`src/rtl/operand_fetch_ctrl_pkg.sv`:
```
// Shared definitions for the operand fetch controller: FSM state codes,
// instruction field positions and the default write-back opcode limit.
package operand_fetch_ctrl_pkg;

  localparam int INSTR_W = 16;
  localparam int DATA_W  = 16;
  localparam int REG_AW  = 3;
  localparam int OPC_W   = 4;

  localparam int OPC_HI = 15;
  localparam int OPC_LO = 12;
  localparam int RD_HI  = 11;
  localparam int RD_LO  = 9;
  localparam int RS1_HI = 8;
  localparam int RS1_LO = 6;
  localparam int RS2_HI = 5;
  localparam int RS2_LO = 3;

  // Opcodes 0..WB_OPC_MAX produce a result that is written back to Rd.
  localparam logic [OPC_W-1:0] WB_OPC_MAX = 4'h4;

  localparam int ST_W = 3;
  localparam logic [ST_W-1:0] ST_IDLE  = 3'd0;
  localparam logic [ST_W-1:0] ST_READ  = 3'd1;
  localparam logic [ST_W-1:0] ST_CAPT  = 3'd2;
  localparam logic [ST_W-1:0] ST_ISSUE = 3'd3;
  localparam logic [ST_W-1:0] ST_EXEC  = 3'd4;
  localparam logic [ST_W-1:0] ST_WB    = 3'd5;

  typedef struct packed {
    logic [OPC_W-1:0]  opcode;
    logic [REG_AW-1:0] rd;
    logic [REG_AW-1:0] rs1;
    logic [REG_AW-1:0] rs2;
  } instr_fields_t;

endpackage

```
`src/rtl/operand_fetch_ctrl_instr_field_decode.sv`:
```
// Splits an instruction word into its register/opcode fields and decides
// whether the opcode writes a result back to Rd.
module instr_field_decode #(
  parameter logic [3:0] WB_OPC_MAX = operand_fetch_ctrl_pkg::WB_OPC_MAX
) (
  input  logic [operand_fetch_ctrl_pkg::INSTR_W-1:0] i_instr,
  output operand_fetch_ctrl_pkg::instr_fields_t      o_fields,
  output logic                                       o_wb
);
  import operand_fetch_ctrl_pkg::*;

  logic w_unused;

  always_comb begin
    o_fields.opcode = i_instr[OPC_HI:OPC_LO];
    o_fields.rd     = i_instr[RD_HI:RD_LO];
    o_fields.rs1    = i_instr[RS1_HI:RS1_LO];
    o_fields.rs2    = i_instr[RS2_HI:RS2_LO];
  end

  assign o_wb = (i_instr[OPC_HI:OPC_LO] <= WB_OPC_MAX);

  // Low three bits carry no information in this instruction format.
  assign w_unused = ^i_instr[RS2_LO-1:0];

endmodule

```
`src/rtl/operand_fetch_ctrl.sv`:
```
// Operand fetch controller: accepts an instruction, reads two operands from
// the register file, issues them to execute and writes the result back.
module operand_fetch_ctrl #(
  parameter logic [3:0] WB_OPC_MAX = operand_fetch_ctrl_pkg::WB_OPC_MAX
) (
  input  logic        Clk,
  input  logic        Reset_n,
  input  logic [15:0] Instr,
  input  logic        InstrValid,
  output logic        InstrReady,
  output logic [2:0]  RA,
  output logic [2:0]  RB,
  output logic [2:0]  RW,
  output logic        enReg,
  output logic        RegWrite,
  output logic [15:0] BusW,
  input  logic [15:0] BusA,
  input  logic [15:0] BusB,
  output logic        OpValid,
  input  logic        OpReady,
  output logic [15:0] OpA,
  output logic [15:0] OpB,
  output logic [3:0]  OpCode,
  input  logic        ResValid,
  input  logic [15:0] Result,
  input  logic        Flush,
  output logic        Busy
);
  import operand_fetch_ctrl_pkg::*;

  logic [ST_W-1:0]    r_state;
  logic [ST_W-1:0]    w_state_next;
  logic [INSTR_W-1:0] r_instr;
  logic [DATA_W-1:0]  r_opa;
  logic [DATA_W-1:0]  r_opb;
  logic [DATA_W-1:0]  r_busw;

  instr_fields_t      w_fields;
  logic               w_wb;
  logic               w_accept;
  logic               w_capture;
  logic               w_res_take;

  instr_field_decode #(
    .WB_OPC_MAX (WB_OPC_MAX)
  ) u_decode (
    .i_instr  (r_instr),
    .o_fields (w_fields),
    .o_wb     (w_wb)
  );

  assign w_accept   = (r_state == ST_IDLE) && InstrValid;
  assign w_capture  = (r_state == ST_CAPT) && !Flush;
  assign w_res_take = (r_state == ST_EXEC) && ResValid && !Flush;

  // Flush aborts only the stages that still own an instruction; WB always completes.
  always_comb begin
    w_state_next = r_state;
    case (r_state)
      ST_IDLE:  if (InstrValid) w_state_next = ST_READ;
      ST_READ:  w_state_next = Flush ? ST_IDLE : ST_CAPT;
      ST_CAPT:  w_state_next = Flush ? ST_IDLE : ST_ISSUE;
      ST_ISSUE: begin
        if (Flush)        w_state_next = ST_IDLE;
        else if (OpReady) w_state_next = w_wb ? ST_EXEC : ST_IDLE;
      end
      ST_EXEC: begin
        if (Flush)         w_state_next = ST_IDLE;
        else if (ResValid) w_state_next = ST_WB;
      end
      ST_WB:    w_state_next = ST_IDLE;
      default:  w_state_next = ST_IDLE;
    endcase
  end

  always_ff @(posedge Clk or negedge Reset_n) begin
    if (!Reset_n) begin
      r_state <= ST_IDLE;
      r_instr <= '0;
      r_opa   <= '0;
      r_opb   <= '0;
      r_busw  <= '0;
    end else begin
      r_state <= w_state_next;
      if (w_accept)   r_instr <= Instr;
      if (w_capture) begin
        r_opa <= BusA;
        r_opb <= BusB;
      end
      if (w_res_take) r_busw <= Result;
    end
  end

  // Addresses are driven only in the cycle that uses them, zero otherwise.
  always_comb begin
    RA       = (r_state == ST_READ) ? w_fields.rs1 : '0;
    RB       = (r_state == ST_READ) ? w_fields.rs2 : '0;
    RW       = (r_state == ST_WB)   ? w_fields.rd  : '0;
    enReg    = (r_state == ST_READ);
    RegWrite = (r_state == ST_WB) && (w_fields.rd != '0);
  end

  assign InstrReady = (r_state == ST_IDLE);
  assign Busy       = (r_state != ST_IDLE);
  assign OpValid    = (r_state == ST_ISSUE);
  assign OpA        = r_opa;
  assign OpB        = r_opb;
  assign OpCode     = w_fields.opcode;
  assign BusW       = r_busw;

endmodule

```
`config.mk`:
```
export PLATFORM = sky130hd
export DESIGN_NAME = operand_fetch_ctrl
export DESIGN_NICKNAME = d
export VERILOG_FILES = /design/src/rtl/operand_fetch_ctrl_pkg.sv /design/src/rtl/operand_fetch_ctrl_instr_field_decode.sv /design/src/rtl/operand_fetch_ctrl.sv
export SDC_FILE = /design/constraint.sdc
export NUM_CORES = 1
export LEC_CHECK = 0
export CORE_MARGIN = 2
export CORE_UTILIZATION = 40
export CTS_BUF_LIST = sky130_fd_sc_hd__clkbuf_8
export CTS_CLUSTER_DIAMETER = 120
export DETAILED_ROUTE_END_ITERATION = 8
export GPL_TIMING_DRIVEN = 0
export PLACE_DENSITY = 0.86
export RECOVER_POWER = 100
export SLEW_MARGIN = 10
export SYNTH_ARGS = -nofsm -noshare
export SYNTH_HDL_FRONTEND = slang
export SYNTH_SLANG_ARGS = --single-unit
```
`constraint.sdc`:
```
create_clock -name Clk -period 2.85 [get_ports Clk]
set_input_delay 0.285 -clock Clk [delete_from_list [all_inputs] [get_ports Clk]]
set_output_delay 0.285 -clock Clk [all_outputs]
set_load 0.05 [all_outputs]
```
== Yosys cells after proc, flatten, opt, wreduce, memory -nomap -nowiden ==
Index checks and enable logic that the tools add are counted.

* Latch bits: 0
* ROM bits: 0
* Output and inout port bits: 66
* RAM bits: 0
* Register bits after elaboration: 67
* Input port bits: 70
* Memories: 0

* Shifts and indexed selects: 0
* Reductions and logical operators: 10
* Bitwise gates (word level): 0
* Div/mod/pow operators: 0
* Order comparisons: 1
* $add $sub $neg: 0
* Mux-type cells: 12
* Eq/ne operators: 8
* Multipliers: 0

{| class="wikitable"
|+ Operator list
! kind !! number
|-
| 3-bit 2-to-1 mux || 9
|-
| 3-bit case mux with 5 select lines || 1
|-
| 3-bit by 2-bit == test with 1-bit output, second input constant || 2
|-
| 3-bit == test, second input constant || 2
|-
| 3-bit nonzero test || 2
|-
| 1-bit logical AND || 5
|-
| 4-bit by 3-bit <= comparator with 1-bit output, second input constant || 1
|-
| 2-bit 2-to-1 mux || 2
|-
| 3-bit by 1-bit == test with 1-bit output, second input constant || 1
|-
| 3-bit logical NOT || 1
|-
| 3-bit by 1-bit != test with 1-bit output, second input constant || 1
|-
| 3-bit != test, second input constant || 1
|-
| 3-bit AND reduction || 1
|-
| 2-bit != test, second input constant || 1
|-
| 1-bit logical NOT || 1
|}

== Logic depth before layout (Yosys ltp) ==
* Depth in word-level cells: 5
* Depth in mapped cells: 6
* Mapped depth without buffers: 4

== By module ==
A second synthesis with hierarchy kept.

* Cells, all modules: 184
* Area total of the unflattened synthesis: 2,807.7 um2

{| class="wikitable"
|+ By module, submodules not included
! module !! cells an instance !! instances !! seq. area each (um2) !! area an instance (um2)
|-
| operand_fetch_ctrl || 169 || 1 || 1,676.6 || 2,698.8
|-
| instr_field_decode || 15 || 1 || 0.0 || 108.9
|}

== Worst setup path before layout ==
Ideal clock, no wire load.

* Path kind: reg-to-output
* From: register r_state[2]
* To: output RA[0]
* Data required time: 2.565 ns
* Setup slack: 0.129 ns
* Cell stages (with the launch flop): 4
* Arrival: 2.436 ns
* Buffers on the path: 1
* Cell sequence: dfrtp_1 buf_6 nor3b_1 and2_1

* Cells in the longest elaborated chain, start to end: 2

{| class="wikitable"
|+ Ends and longest elaborated chain
! what !! RTL line !! text
|-
| start, declared || operand_fetch_ctrl.sv:31 || <nowiki>logic [ST_W-1:0] r_state;</nowiki>
|-
| start signal, assigned || operand_fetch_ctrl.sv:84 || <nowiki>r_state <= w_state_next;</nowiki>
|-
| 3-bit by 1-bit == test with 1-bit output || n/a ||
|-
| via enReg || operand_fetch_ctrl.sv:14 || <nowiki>output logic enReg,</nowiki>
|-
| 3-bit 2-to-1 mux || operand_fetch_ctrl.sv:96 || <nowiki>RA = (r_state == ST_READ) ? w_fields.rs1 : '0;</nowiki>
|-
| end, declared || operand_fetch_ctrl.sv:11 || <nowiki>output logic [2:0] RA,</nowiki>
|}

The timed path passes the listed nets, and every way through them passes these cells.

== Final worst setup path ==
* From: register r_state[2]
* To: output RA[0]

* Cells in the longest elaborated chain, start to end: 2

{| class="wikitable"
|+ Ends and longest elaborated chain
! what !! RTL line
|-
| 3-bit by 1-bit == test with 1-bit output || operand_fetch_ctrl.sv:96
|-
| 3-bit 2-to-1 mux || operand_fetch_ctrl.sv:96
|}

No other way between the ends.

==> results.rst <==
.. list-table::
   :header-rows: 1

   * - Metric
     - Value
   * - Status
     - complete, but fails checks
   * - Violations in the final reports
     - capacitance limit, slew limit
   * - Worst max-slew margin expressed relative to the limit
     - -0.03635
   * - Leading area contributor after synthesis
     - dfrtp_1
   * - Crit path max-delay family
     - buffers and inverters
   * - Largest clock skew in the final design
     - about 4.7 ps
   * - Unrepaired setup endpoints after global routing
     - no
   * - Root Driver
     - clkbuf_8
   * - Total negative slack for setup checks
     - 0 ps
   * - Flip-flop and latch count after synthesis
     - between 60 and 70
   * - Top cell type's share of synthesized area
     - 0.6055
   * - GR met2 Demand/Resource
     - 0.3288
   * - Total detailed-routing wirelength
     - approximately 6200 um
   * - Aggregate global-route resource usage
     - 0.1759
   * - Share of post-route cells with drive strength above 1
     - 0.2349
   * - Max incr delay on CP
     - 870 ps
   * - Most Used Layer, Global Route
     - met2
   * - Core Area
     - ~0.0064 mm2
   * - Row count
     - 29
   * - List of cells traversed by the critical path
     - clkbuf_1, nor3b_2, and2_1, dlygate4sd3_1
   * - Antenna violations before repair
     - 0
   * - Final-layout fill cell count
     - between 500 and 600
   * - Post-layout net count
     - approximately 380
   * - Number of global-route vias before repair
     - 2067
   * - Crit. End Element
     - primary output
   * - Clock insertion delay at the later pin of the skew report
     - around 320 ps
   * - Routed WL per cell
     - 15.82 um
   * - Worst supply voltage drop on vdd
     - 0.8579 mV
   * - Crit path max-delay cell type
     - dlygate4sd3_1
   * - Setup violation total in the final timing report
     - 0
   * - Syn avg cell area
     - 15.74 um2
   * - Worst-path clk slew
     - ~60 ps
   * - Die Width
     - between 80 and 90 um
   * - Leakage
     - approximately 0.0019 uW
   * - Routing usage on met1
     - 0.1910
   * - Aggregate global routing overflow
     - 0
   * - Crit path launch type
     - register
   * - Max clock buf depth
     - 2
   * - Fmax
     - just under 400 MHz
   * - Count of endpoints failing hold in the final timing report
     - 0
   * - Number of max-cap violations
     - 1
   * - Met3 capacity usage during global routing
     - 0.05156
   * - Port Buffers
     - 132
   * - Die ar.
     - slightly above 0.007 mm2
   * - Cell count after synthesis
     - 168
   * - Number of vias per cell after detailed routing
     - around 4.8
   * - Count of different cell masters after synthesis
     - 27
   * - Count of H-tree levels built during CTS
     - 3
   * - Total number of vias
     - 1874
   * - Net count after synthesis
     - roughly 240
   * - Data arrival time of the critical path
     - ~2300 ps
   * - Tightest Pin Transition
     - around 1600 ps
   * - Critical path buffer and inverter count
     - 2
   * - Critical path fanouts, max
     - 9
   * - Hold/Removal Path Class
     - input pin to asynchronous set/reset pin
   * - Minimum period implied by the final worst setup slack
     - 2591 ps
   * - Sinks on the clock net
     - 64
   * - Count of pins over their slew limit
     - between 60 and 70
   * - IO Count
     - between 100 and 150
   * - Signed area change from the synthesized netlist to the final layout
     - 57.19%
   * - Worst endpoint required time
     - between 2000 and 3000 ps
   * - Biggest area contributors in the synthesized netlist
     - dfrtp_1 (61%), mux2_2 (21%), mux2_4 (5.7%)
   * - Count of antenna diodes in the layout
     - 0
   * - HPWL after DPL
     - about 4800 um
   * - Drt first pass iters
     - 3
   * - Initial standard-cell utilization of the core
     - 0.4142
   * - Initial DRC count
     - 35
   * - Power density over the cells
     - between 1000 and 1500 mW/mm2
   * - Total Power Consumption
     - 4715 uW
   * - DIE HEIGHT
     - 85.32 um
   * - First-pass GRT wire length
     - about 9900 um
   * - Placer Congestion
     - between 0.7 and 0.8
   * - Final ANT Viol Nets
     - 0
   * - Count of synthesis-stage warnings from yosys
     - 0
   * - Pin count of the biggest net entering global routing
     - 65
   * - Number of CTS-inserted buffers
     - 9
   * - Cell Area, Synth
     - between 0.002 and 0.003 mm2
   * - Share of synthesized area occupied by flip-flops and latches
     - 0.6055
   * - Fraction of the cycle the final worst path needs
     - 0.9090
   * - CP Class
     - register to primary output
   * - DRC Markers
     - 0
   * - Clock tree from TritonCTS
     - built
[cell type report]
cell class                      instances  area (um2)  share of cell area
Buffer                                 11       58.81             0.01414
Clock buffer                           10       137.6             0.03310
Clock inverter                          5       48.80             0.01174
Inverter                                1       3.754           0.0009028
Multi-Input combinational cell         92       894.6              0.2152
Sequential cell                        64        1602              0.3852
Tap cell                               77       96.34             0.02317
Timing Repair Buffer                  132        1316              0.3166
[per-stage QoR]
step	std cells	area, um2	worst slack [ps]	util	hold slack, ps
after floorplan	168	2645	129.1	-	-10.59
after global placement	377	4063	-568.5	0.6362	470.2
after detailed placement	377	4060	465.4	0.6358	420.8
after CTS	392	4247	102.2	0.6650	66.30
after global routing	392	4158	96.03	0.6511	483.5
final	392	4158	259.3	0.6511	344.2
[cell usage in the layout (no fill, tap or decap), types with 2 or more instances in the layout]
| master | Yosys | routed |
|---|---|---|
| clkdlybuf4s50_1 | 0 | 67 |
| dfrtp_1 | 64 | 64 |
| dlygate4sd3_1 | 0 | 64 |
| mux2_2 | 49 | 48 |
| mux2_1 | 2 | 12 |
| clkbuf_8 | 0 | 10 |
| and2_1 | 9 | 9 |
| clkbuf_1 | 0 | 5 |
| buf_4 | 4 | 4 |
| nor2_1 | 3 | 3 |
| clkinv_2 | 0 | 3 |
| buf_2 | 5 | 2 |
| nand4b_1 | 1 | 2 |
| nand2_1 | 2 | 2 |
| nand2b_1 | 2 | 2 |
[kinds of logic (layout without fill, tap and decap cells)]
family / count (synthesis) / after routing / share of synthesized area
buffers and inverters: 12 / 159 / 0.03406
AO/OA/AOI/OAI: 4 / 4 / 0.01088
multiplexers: 61 / 61 / 0.2739
flip-flops: 64 / 64 / 0.6055
AND/OR/NAND/NOR: 27 / 27 / 0.07569
[power by group]
group,total [uW],internal [uW],switching (uW)
Combinational,2520,891,1630
Sequential,1460,1280,187
Clock,730,415,315
[synthesized netlist by cell type]
master    number
a211o_2        1
a21oi_1        1
and2_1         9
and2_4         1
and3_1         1
and3b_2        2
buf_12         1
buf_2          5
buf_4          4
buf_6          1
dfrtp_1       64
inv_2          1
mux2_1         2
mux2_2        49
mux2_4        10
nand2_1        2
nand2b_1       2
nand3_1        1
nand4b_1       1
nand4b_2       1
nor2_1         3
nor3b_1        1
nor4_1         1
nor4b_4        1
o21ai_0        1
o31a_1         1
or3_4          1
[per-layer routing]
metal	share of wire	vias to the layer above
met2	0.55	64
met5	0	-
li1	-	868
met1	0.37	935
met3	0.065	7
met4	0.011	0
[path summary, 6_finish.rpt]
check	startpoint	end	slack, ps	cells past startpoint
hold / removal	Reset_n	BusW[3]	340	1
min in group Clk	OpB[12]	OpB[12]	490	1
setup reg to reg	r_state[2]	OpB[4]	410	4
hold reg to reg	OpB[12]	OpB[12]	490	1
setup / recovery	r_state[2]	RA[0]	260	4
max in group asynchronous	Reset_n	OpB[14]	1580	1
[registers in the layout (all words and copies together) (netlist names)]
register and cells:
BusW 16, OpB 16, OpA 16, r_state 3, r_instr 13
[timing repair]
| item | 4_1_cts | 5_1_grt |
|---|---|---|
| setup endpoints to repair | 0 | 6 |
| gates resized for setup | 0 | 1 |
| hold buffers | 0 | 0 |
| setup buffers | 0 | 0 |
Power figures use the tool's default switching activity.
